### src/rtl/reg_scoreboard_pkg.sv
// Shared types and defaults for the register scoreboard.
// Index width, register count and zero-register position.
package reg_scoreboard_pkg;

  localparam int REG_IDX_W  = 5;
  localparam int N_REGS_DEF = 32;
  localparam int ZR_IDX_DEF = 31;
  localparam int CNT_W_DEF  = 2;

  typedef logic [REG_IDX_W-1:0] reg_idx_t;

  function automatic logic idx_hit(reg_idx_t a, int unsigned i);
    return a == reg_idx_t'(i);
  endfunction

endpackage

### src/rtl/reg_scoreboard_sb_cnt.sv
// One saturating up/down pending-write counter.
// Clear overrides; inc+dec together hold the count.
module sb_cnt
  import reg_scoreboard_pkg::*;
#(
  parameter int CNT_W = CNT_W_DEF
) (
  input  logic             clk,
  input  logic             reset,
  input  logic             inc,
  input  logic             dec,
  input  logic             clr,
  output logic [CNT_W-1:0] cnt,
  output logic             nonzero,
  output logic             full,
  output logic             underflow
);

  localparam logic [CNT_W-1:0] MAX = '1;
  localparam logic [CNT_W-1:0] ONE = CNT_W'(1);

  logic [CNT_W-1:0] cnt_q, cnt_d;
  logic             nz_q, nz_d;

  // next count: clear first, then net inc/dec with saturation
  always_comb begin
    cnt_d = cnt_q;
    if (clr) begin
      cnt_d = '0;
    end else if (inc && !dec) begin
      if (cnt_q != MAX) cnt_d = cnt_q + ONE;
    end else if (dec && !inc) begin
      if (cnt_q != '0) cnt_d = cnt_q - ONE;
    end
    nz_d = (cnt_d != '0);
  end

  // count register and its registered nonzero flag
  always_ff @(posedge clk or posedge reset) begin
    if (reset) begin
      cnt_q <= '0;
      nz_q  <= 1'b0;
    end else begin
      cnt_q <= cnt_d;
      nz_q  <= nz_d;
    end
  end

  assign cnt       = cnt_q;
  assign nonzero   = nz_q;
  assign full      = (cnt_q == MAX);
  assign underflow = dec && (cnt_q == '0);

endmodule

### src/rtl/reg_scoreboard.sv
// Issue-stage register scoreboard: RAW / full-counter stalls.
// Optional stall statistics under REG_SCOREBOARD_STATS_EN.
module reg_scoreboard
  import reg_scoreboard_pkg::*;
#(
  parameter int N_REGS = N_REGS_DEF,
  parameter int CNT_W  = CNT_W_DEF,
  parameter int ZR_IDX = ZR_IDX_DEF
) (
  input  logic                 clk,
  input  logic                 reset,
  input  logic                 issue_valid,
  input  logic [REG_IDX_W-1:0] issue_ra1,
  input  logic [REG_IDX_W-1:0] issue_ra2,
  input  logic                 issue_use1,
  input  logic                 issue_use2,
  input  logic                 issue_we,
  input  logic [REG_IDX_W-1:0] issue_wa,
  output logic                 stall,
  input  logic                 wb_we,
  input  logic [REG_IDX_W-1:0] wb_wa,
  input  logic                 clear,
  output logic [N_REGS-1:0]    busy_vec,
`ifdef REG_SCOREBOARD_STATS_EN
  output logic [31:0]          stall_cycles,
`endif
  output logic                 err
);

  localparam logic [CNT_W-1:0] ONE = CNT_W'(1);
  localparam reg_idx_t         ZR  = reg_idx_t'(ZR_IDX);

  logic [CNT_W-1:0] cnt_w [N_REGS];
  logic [N_REGS-1:0] nz_w;
  logic [N_REGS-1:0] full_w;
  logic [N_REGS-1:0] unf_w;

  logic [CNT_W-1:0] cnt_ra1, cnt_ra2;
  logic busy1, busy2, wfull, accept;
  logic err_q, err_d;

  assign cnt_ra1 = cnt_w[issue_ra1];
  assign cnt_ra2 = cnt_w[issue_ra2];

  // a final retire to the same index is bypassed by the regfile
  assign busy1 = (cnt_ra1 != '0)
              && !(wb_we && (wb_wa == issue_ra1)
                   && (cnt_ra1 == ONE));
  assign busy2 = (cnt_ra2 != '0)
              && !(wb_we && (wb_wa == issue_ra2)
                   && (cnt_ra2 == ONE));

  assign wfull = issue_we && (issue_wa != ZR)
              && full_w[issue_wa]
              && !(wb_we && (wb_wa == issue_wa));

  assign stall = issue_valid
              && ((issue_use1 && busy1)
               || (issue_use2 && busy2)
               || wfull);

  assign accept = issue_valid && !stall;

  for (genvar i = 0; i < N_REGS; i++) begin : g_reg
    if (i == ZR_IDX) begin : g_zr
      assign cnt_w[i]  = '0;
      assign nz_w[i]   = 1'b0;
      assign full_w[i] = 1'b0;
      assign unf_w[i]  = 1'b0;
    end else begin : g_cnt
      logic inc, dec;
      assign inc = accept && issue_we
                && idx_hit(issue_wa, i);
      assign dec = wb_we && idx_hit(wb_wa, i);
      sb_cnt #(.CNT_W(CNT_W)) u_cnt (
        .clk       (clk),
        .reset     (reset),
        .inc       (inc),
        .dec       (dec),
        .clr       (clear),
        .cnt       (cnt_w[i]),
        .nonzero   (nz_w[i]),
        .full      (full_w[i]),
        .underflow (unf_w[i])
      );
    end
  end

  // sticky underflow error, cleared only by reset
  always_comb begin
    err_d = err_q | (|unf_w);
  end

  // error flag register
  always_ff @(posedge clk or posedge reset) begin
    if (reset) err_q <= 1'b0;
    else       err_q <= err_d;
  end

  assign err      = err_q;
  assign busy_vec = nz_w;

`ifdef REG_SCOREBOARD_STATS_EN
  logic [31:0] stall_cnt_q, stall_cnt_d;

  // saturating count of stalled cycles
  always_comb begin
    stall_cnt_d = stall_cnt_q;
    if (stall && (stall_cnt_q != 32'hFFFF_FFFF))
      stall_cnt_d = stall_cnt_q + 32'd1;
  end

  // stall statistics register
  always_ff @(posedge clk or posedge reset) begin
    if (reset) stall_cnt_q <= '0;
    else       stall_cnt_q <= stall_cnt_d;
  end

  assign stall_cycles = stall_cnt_q;
`endif

endmodule
### config.mk
export PLATFORM = sky130hd
export DESIGN_NAME = reg_scoreboard
export DESIGN_NICKNAME = d
export VERILOG_FILES = /design/src/rtl/reg_scoreboard_pkg.sv /design/src/rtl/reg_scoreboard_sb_cnt.sv /design/src/rtl/reg_scoreboard.sv
export SDC_FILE = /design/constraint.sdc
export NUM_CORES = 1
export LEC_CHECK = 0
export CORE_AREA = 5 5 127 129
export CTS_CLUSTER_DIAMETER = 120
export DETAILED_ROUTE_END_ITERATION = 8
export DIE_AREA = 0 0 132 134
export PLACE_DENSITY = 0.88
export RECOVER_POWER = 25
export SKIP_CTS_REPAIR_TIMING = 1
export SLEW_MARGIN = 20
export SYNTH_ARGS = -nofsm -noshare
export SYNTH_HDL_FRONTEND = slang
export SYNTH_SLANG_ARGS = --single-unit
export TNS_END_PERCENT = 5
### constraint.sdc
create_clock -name clk -period 3.54 [get_ports clk]
set_clock_uncertainty 0.1 [all_clocks]
set_input_delay 0.708 -clock clk [delete_from_list [all_inputs] [get_ports clk]]
set_output_delay 0.708 -clock clk [all_outputs]
set_load 0.02 [all_outputs]
# Word level (Yosys, flattened, before mapping)
# Cells that the tools add are included.
[totals]
reg_bits = 94
inputBits = 28
out_inout_bits = 34
word_cells = 758
[classes]
add_sub_neg = 62
order_cmp = 3
n_eq_ne = 128
mux = 163
bitwise = 3
reduce_logical = 336
[op_table]
columns = ["op", "n"]
rows = [
  ["2-to-1 mux 2 bit", 159],
  ["logical AND 1 bit", 170],
  ["equality test 5 bit, second input constant", 30],
  ["nonzero test 2 bit", 64],
  ["equality test 5 x 4 -> 1 bit, second input constant", 16],
  ["zero test 1 bit", 66],
  ["adder 2 x 1 -> 2 bit, second input constant", 31],
  ["equality test 2 bit, second input constant", 31],
  ["zero test 2 bit", 31],
  ["inequality test 2 bit, second input constant", 31],
  ["subtractor 2 x 1 -> 2 bit, second input constant", 31],
  ["equality test 5 x 3 -> 1 bit, second input constant", 8],
  ["OR reduction 31 bit", 1],
  ["binary-select mux 2 bit (select 5 bit)", 2],
  ["equality test 5 x 2 -> 1 bit, second input constant", 4],
  ["equality test 5 bit", 3],
  [">= comparator 6 bit, second input constant", 2],
  ["inverter 5 -> 6 bit", 2],
  ["equality test 5 x 1 -> 1 bit, second input constant", 2],
  ["zero test 5 bit", 2],
  ["< comparator 5 x 6 -> 1 bit, second input constant", 1],
  ["binary-select mux 1 bit (select 5 bit)", 1],
  ["inequality test 5 bit, second input constant", 1],
  ["equality test 2 x 1 -> 1 bit, second input constant", 2],
  ["3 further kinds", 4],
]

# Logic depth before layout (Yosys ltp)
# Gate-level depths: netlist (run 1).
[depth]
ltp_word = 22
ltp_mapped = 14
depth_no_buf = 9

# By module
# A second synthesis (run 1) with hierarchy kept.
[unflattened]
cells_unflattened = 925
hier_area_um2 = 8006.4
[modules_own_cells]
columns = ["module", "instances", "cells_each", "area_each_um2"]
rows = [
  ["sb_cnt", 31, 21, 182.7],
  ["reg_scoreboard", 1, 274, 2343.5],
]

# Least setup slack after synthesis (run 1)
# OpenSTA, ideal clock, no wires.
[synth_path]
kind = "input port to output port"
startpoint = "input port issue_ra2[2]"
endpoint = "output port stall"
arrival_time_ns = 2.989
slack_ns = -0.257
path_stages = 11
n_path_buf = 4
cell_sequence = "clkbuf_1 > buf_2 > mux4_2 > mux2_2 > nor3_1 > a211oi_1 > a41oi_4 > nand3_2 > buf_2 > buf_1 > and2_1"
[synth_between]
elab_chain_cells = 12
elab_cells_between_ends = 15
[synth_rtl]
columns = ["element", "line", "rtl"]
rows = [
  ["start, declared", "reg_scoreboard.sv:14", "input logic [REG_IDX_W-1:0] issue_ra2,"],
  ["inverter 5 -> 6 bit (not written as such)", "reg_scoreboard.sv:43", "assign cnt_ra2 = cnt_w[issue_ra2];"],
  ["binary-select mux 2 bit (select 5 bit)", "reg_scoreboard.sv:43", ""],
  ["2-to-1 mux 2 bit (not written as such) (2 in a row)", "reg_scoreboard.sv:43", ""],
  ["equality test 2 x 1 -> 1 bit", "reg_scoreboard.sv:51", "&& (cnt_ra2 == ONE));"],
  ["logical AND 1 bit", "reg_scoreboard.sv:51", ""],
  ["zero test 1 bit", "reg_scoreboard.sv:50", "&& !(wb_we && (wb_wa == issue_ra2)"],
  ["logical AND 1 bit (*)", "reg_scoreboard.sv:50", ""],
  ["logical AND 1 bit (*)", "reg_scoreboard.sv:59", "|| (issue_use2 && busy2)"],
  ["logical OR 1 bit (*)", "reg_scoreboard.sv:59", ""],
  ["logical OR 1 bit (*)", "reg_scoreboard.sv:60", "|| wfull);"],
  ["logical AND 1 bit (*)", "reg_scoreboard.sv:58", "&& ((issue_use1 && busy1)"],
  ["end, declared", "reg_scoreboard.sv:19", "output logic stall,"],
]
# Mark *: on every way between the ends. The rest lies on a longest branch, timed or not. The select of a mux whose other input is x is not followed.

# Worst setup path after layout (run 1)
[layout_path]
startpoint = "input port issue_ra2[0]"
endpoint = "output port stall"
# The elaborated chain is that of the path after synthesis.

==> metrics.txt, run 1 <==
status=finished with violations; violated checks=negative setup slack; compound-cell area share of the yosys netlist=0.239; setup TNS=-518 ps; Hold Path Class=register to register; layout net count=1124; Net Switching=0.790 mW; clock period minus final worst setup slack=3660 ps; chip height=134 um; largest net degree at the start of global routing=86; initial DRC count=1622; Die Area=17700 um^2; share of cells above drive strength 1=0.243; Synth Net Count=992; drt wl/cell=23.7 um; P per Cell Area=268 nW/um^2; placed cell count=1263; register-to-register setup slack=30 ps; combinational family with the most area after synthesis=simple AND/OR/NAND/NOR gates; Fmax=0.273 GHz; Fin. Hold Viols=0; Synth Area in XOR/XNOR=0.0167; RSZ-0062 raised after global routing=true; Final WS setup=-119 ps; Critical Path RT=2730 ps; Max rail drop VDD=0.228 mV; Max Cap Viol=0; Layout area overhead=28.2%; Inserted Clock Buffers=9; adder-cell share of the synthesized area=0.00510; Post-Syn Instances=964; Placeable Area=14900 um^2; critical path endpoint category=output pin; Clk pwr share=0.383; drt drc=0; deepest clock path buffer count=2; Final period util=1.03; Cell Area, Synth=7850 um^2; diode count=0; Leak=4.02 nW; Worst-Skew Late Latency=360 ps; initial antenna violation count=0; Synth Flop Type=dfrtp_1; Max transition margin=0.0478; mean post-synth cell area=8.14 um^2; Worst Setup Start Kind=primary input; Placer Congestion=1.05; register area share after synthesis=0.300; fin. max-slew vios=0; simple-gate share of the synthesized area=0.240; Post-synth EDFFs=0; GRT Util Overall=0.325; clock sinks=94; Final ANT Viol Nets=0; detailed-placement wirelength estimate=22100 um; via count=8730; initial core utilization=0.526; global-route wire length before repair=45200 um; Final setup viols=10; H-tree levels=3; vias in the first global route=7937; post-DR vias/cell=6.77; commonest non-fill, non-tap cell in the layout=buf_4; Seq pwr share=0.401; FF+latch count, synth=94; Worst Tran Pin Value=1420 ps; post-route insts no fill=1289; critical path fanouts, max=7; DRT Wirelength=30500 um; IO Count=62; Die Span X=132 um; most frequent cells in the layout=buf_4, dfrtp_1, a21oi_1; part of the power in combinational logic=0.216; Cell variety after synth=80; post-synthesis mux area share=0.105; GR Overflow Total=0; Port Buffers=60; critical path arrival=2850 ps; sw frac=0.293; CTS Root Cell=clkbuf_16; WS Path Type=primary input to output pin; TritonCTS clock tree=done; Ys Warns=0; filler instances=1208; Clk pin slew, worst setup/hold paths=70 ps; asr flop ratio synth=1.00; FP Rows=45; cell internal pwr=1.90 mW; Pre-Repair DR Iteration Count=6
[per-stage QoR]
stage	worst slack, ps	hold slack, ps	area [um^2]	total power [mW]	util
final	-119	532	10100	2.69	0.674
after global routing	-114	545	10100	2.77	0.674
after CTS	-795	511	9780	2.65	0.655
after detailed placement	-775	498	9470	1.63	0.634
after floorplan	9.56	440	7900	1.39	-
after global placement	-758	484	9470	1.62	0.634
[worst paths after layout]
kind	from	end	cells past startpoint
min in group asynchronous	reset	g_reg[20].g_cnt.u_cnt.cnt[1]$_DFF_PP0_	2
hold reg to reg	err$_DFF_PP0_	err$_DFF_PP0_	3
setup reg to reg	g_reg[9].g_cnt.u_cnt.cnt[1]$_DFF_PP0_	g_reg[26].g_cnt.u_cnt.cnt[0]$_DFF_PP0_	11
max in group asynchronous	reset	g_reg[10].g_cnt.u_cnt.cnt[0]$_DFF_PP0_	3
setup / recovery	issue_ra2[0]	stall	10
hold / removal	err$_DFF_PP0_	err$_DFF_PP0_	3
[Yosys cell counts, types with 5 or more instances]
cell      number  area share
mux2i_1       27       0.034
dfrtp_1       94        0.30
or2_2          5      0.0040
buf_4         36       0.034
a21o_1         8      0.0077
xnor2_1       11       0.012
nand3_1       34       0.022
o311ai_0       5      0.0056
nor2_1        76       0.036
o31ai_1        9      0.0086
a22oi_1       12       0.011
a31oi_1        8      0.0064
nand4_1       18       0.014
clkbuf_1      62       0.030
and2_1         6      0.0048
or3_1         14       0.011
nand2b_1      14       0.011
o21a_1        13       0.012
buf_2          8      0.0051
o211ai_1      12       0.011
nor2b_1       12      0.0096
buf_1          5      0.0024
nand2_1       74       0.035
a32oi_1        6      0.0067
a211oi_1       6      0.0057
mux2_2         5      0.0072
o21ai_1       22       0.014
nor3_1        40       0.026
and3_1         5      0.0040
nor4_1        20       0.016
mux4_2        21       0.060
a21oi_1       93       0.059
or4_1         10      0.0096
nor4_2         5      0.0080
o21ai_0       43       0.027
inv_1         35       0.017
[power by group through the flow]
stage	sequential [mW]	combinational [mW]	clock, mW
4_1_cts	1.08	0.528	1.04
3_5_place_dp	1.10	0.526	0
3_3_place_gp	1.10	0.520	0
2_1_floorplan	1.10	0.287	0
6_report	1.08	0.581	1.03
5_1_grt	1.08	0.601	1.09
[cell families after synthesis]
logic type / Yosys count
xor+xnor: 15
fa+ha+maj: 4
other cells: 1
mux: 55
compound gates: 288
flops: 94
simple gates: 357
buf+inv: 150
[critical path, stage by stage]
cell      delay, ps
buf_8            80
buf_12          130
mux4_2          530
o211a_1         260
a21oi_2         150
a31oi_2         150
a211oi_2        360
nand3_2         170
and2_4          180
buf_6           120
[flip-flops by register name, indices dropped and copies added (netlist names)]
register               count
err                        1
g.g_cnt.u_cnt.cnt         62
g.g_cnt.u_cnt.nonzero     31
[per-layer routing]
layer,vias to the layer above,track usage,share of wire
met1,4103,0.456,0.39
met2,668,0.493,0.44
met3,134,0.0589,0.12
met4,0,0.141,0.049
met5,-,0,0
li1,3825,-,-
[cell type report]
cell class	instances	area [um^2]	area share
flip-flops and latches	94	2350	0.234
repair buffers	236	2160	0.214
inverters	35	133	0.0132
clock inverters	4	53.8	0.00535
clock buffers	12	256	0.0255
multi-input cells	720	4880	0.485
well taps	188	235	0.0234
No activity file was read; power rests on OpenSTA's default activity.
==> run 2: changes to the inputs <==
- ABC_AREA: not set -> 1
- CORE_AREA: 5 5 127 129 -> 5 5 129 131
- DIE_AREA: 0 0 132 134 -> 0 0 134 136
==> run 2 against run 1 <==
Compared with the run above:
- the run ends with max-capacitance violations, max-slew violations left
- combinational power about the same
- first-iteration DRC count fell by 7.9%
- worst setup slack improved by 250 ps
- synthesized cell count is 45% higher
- die area grew 3.0%
- cell count increased by 32%
==> metrics.txt, run 2 <==
status=finished with violations; violated checks=max-capacitance violations, max-slew violations; Post-Syn Instances=1401; fin. max-slew vios=37; critical path endpoint category=output pin; register area share after synthesis=0.285; Pre-Repair DR Iteration Count=8; Fin. Hold Viols=0; initial DRC count=1494; FP Rows=46; critical-path cell list=clkdlybuf4s50_1 > inv_2 > nor2_1 > buf_4 > buf_4 > nand2_1 > nand3_1 > a21oi_1 > nand2_1 > nand3_1 > nand2_2 > nand2_2 > nand3_4 > nand2_1 > inv_1 > buf_4; chip height=136 um; register area=2350 um^2; filler instances=1442; Ys Warns=0; count leader, synth=nand2_1; critical path arrival=2600 ps; TritonCTS clock tree=done; Final setup viols=0; post-DR vias/cell=5.81; combinational family with the most area after synthesis=simple AND/OR/NAND/NOR gates; Final ANT Viol Nets=0; GR Overflow Total=0; global-route wire length before repair=48100 um; asr flop ratio synth=1.00; Synth Flop Type=dfrtp_1; Die Area=18200 um^2; post-placement worst setup slack=-372 ps; Critical Path RT=2730 ps; CP delay by family, top=buffers and inverters; WP buf/inv=6; H-tree levels=3; initial antenna violation count=1; layout net count=1538; Final WS setup=132 ps; Final period util=0.963; Cell Area, Synth=8240 um^2; Cell variety after synth=38; Final Power=2.71 mW; drt wl/cell=18.3 um; final core utilization=0.639; Worst-Skew Late Latency=370 ps; largest net degree at the start of global routing=43; Worst Setup Start Kind=primary input; Placer Congestion=1.15; Inserted Clock Buffers=9; DRT Wirelength=31200 um; max reg flops=62; Multi-input gate area=4550 um^2; initial core utilization=0.532; diode count=0; Port Buffers=60; post-route insts no fill=1707; FF+latch count, synth=94; clock period minus final worst setup slack=3410 ps; IO Count=62; most frequent cells in the layout=nand2_1, nand3_1, inv_1; vias in the first global route=8942; adder-cell share of the synthesized area=0; Synth Net Count=1429; Max Cap Viol=1; Largest stage delay, worst path=450 ps; Fmax=0.293 GHz; mean post-synth cell area=5.88 um^2; top-area cell type share of the netlist area=0.285; Post-synth top cells=nand2_1, nand3_1, inv_1; post-synthesis mux area share=0; GRT Util Overall=0.341; dominant cell type by area after synthesis=dfrtp_1; Placeable Area=15500 um^2; CTS Root Cell=clkbuf_16; Layout area overhead=20.0%; placed cell count=1683; Max transition margin=-0.0328; commonest non-fill, non-tap cell in the layout=nand2_1; detailed-placement wirelength estimate=24400 um; Max rail drop VDD=0.241 mV; critical path fanouts, max=6; Synth area leaders=dfrtp_1, nand2_1, nand3_1, inv_1, nor2_1; RSZ-0062 raised after global routing=false; simple-gate share of the synthesized area=0.503; Worst Tran Pin Value=1540 ps; CP max-delay cell=clkdlybuf4s50_1; Die Span X=134 um; Synth Area in XOR/XNOR=0.00106; hold slack=387 ps; Hold Path Class=register to register; Post-synth EDFFs=0; Leak=5.56 nW; WS Path Type=primary input to output pin; Clk pin slew, worst setup/hold paths=60 ps; clock sinks=94; deepest clock path buffer count=2; share of cells above drive strength 1=0.113; drt drc=0; compound-cell area share of the yosys netlist=0.0443; P per Cell Area=274 nW/um^2; via count=9922
-- run 2: cell types whose count changed after synthesis, sizes merged, moves of 23 or more --
cell	previous run	this run
nand2	74	463
nor2	76	164
nor4	25	2
o21ai	65	10
nand4	18	75
clkbuf	62	13
mux2i	27	0
inv	35	218
nor3	40	8
nand3	35	230
a21oi	93	31
-- run 2: kinds of logic (layout without fill, tap and decap cells) --
family          after synthesis  count (layout)
simple gates                943             943
buf+inv                     301             415
flops                        94              94
compound gates               61              61
other cells                   1               1
xor+xnor                      1               1
-- run 2: worst paths after layout --
kind	slack, ps	startpoint	cells past startpoint	to
max	130	issue_ra1[1]	16	stall
min	390	err$_DFF_PP0_	1	err$_DFF_PP0_
max reg2reg	840	g_reg[3].g_cnt.u_cnt.cnt[1]$_DFF_PP0_	19	g_reg[4].g_cnt.u_cnt.nonzero$_DFF_PP0_
min reg2reg	390	err$_DFF_PP0_	1	err$_DFF_PP0_
max in group asynchronous	680	reset	3	g_reg[16].g_cnt.u_cnt.cnt[1]$_DFF_PP0_
min in group asynchronous	1050	reset	2	g_reg[30].g_cnt.u_cnt.cnt[1]$_DFF_PP0_
-- run 2: cell type report --
class,instances,share of cell area
clock buffer,12,0.0269
clock inverter,4,0.00544
inverter,220,0.0842
multi-input combinational,1006,0.460
sequential,94,0.238
tap,192,0.0243
timing repair buffer,179,0.162
-- run 2: per-layer routing --
metal  routed length, um  global-route usage  up-vias
met5                   9                   0        -
met4                1450               0.153        2
met3                4060               0.100      121
met2               13200               0.514      650
met1               12500               0.455     4512
li1                    -                   -     4637
-- run 2: power by group --
group          leakage [nW]  total, mW  internal, mW  switching, mW
Sequential             1.31       1.08          1.08        0.00209
Combinational          4.11      0.581         0.210          0.371
Clock                 0.151       1.05         0.607          0.440
Total                  5.56       2.71          1.89          0.813
-- run 2: metrics by stage --
step / TNS, ps / instance area, um^2
final: 0 / 9890
after global routing: 0 / 9890
after CTS: -388 / 9790
after detailed placement: -1700 / 9470
after global placement: -456 / 9470
after floorplan: 0 / 8240
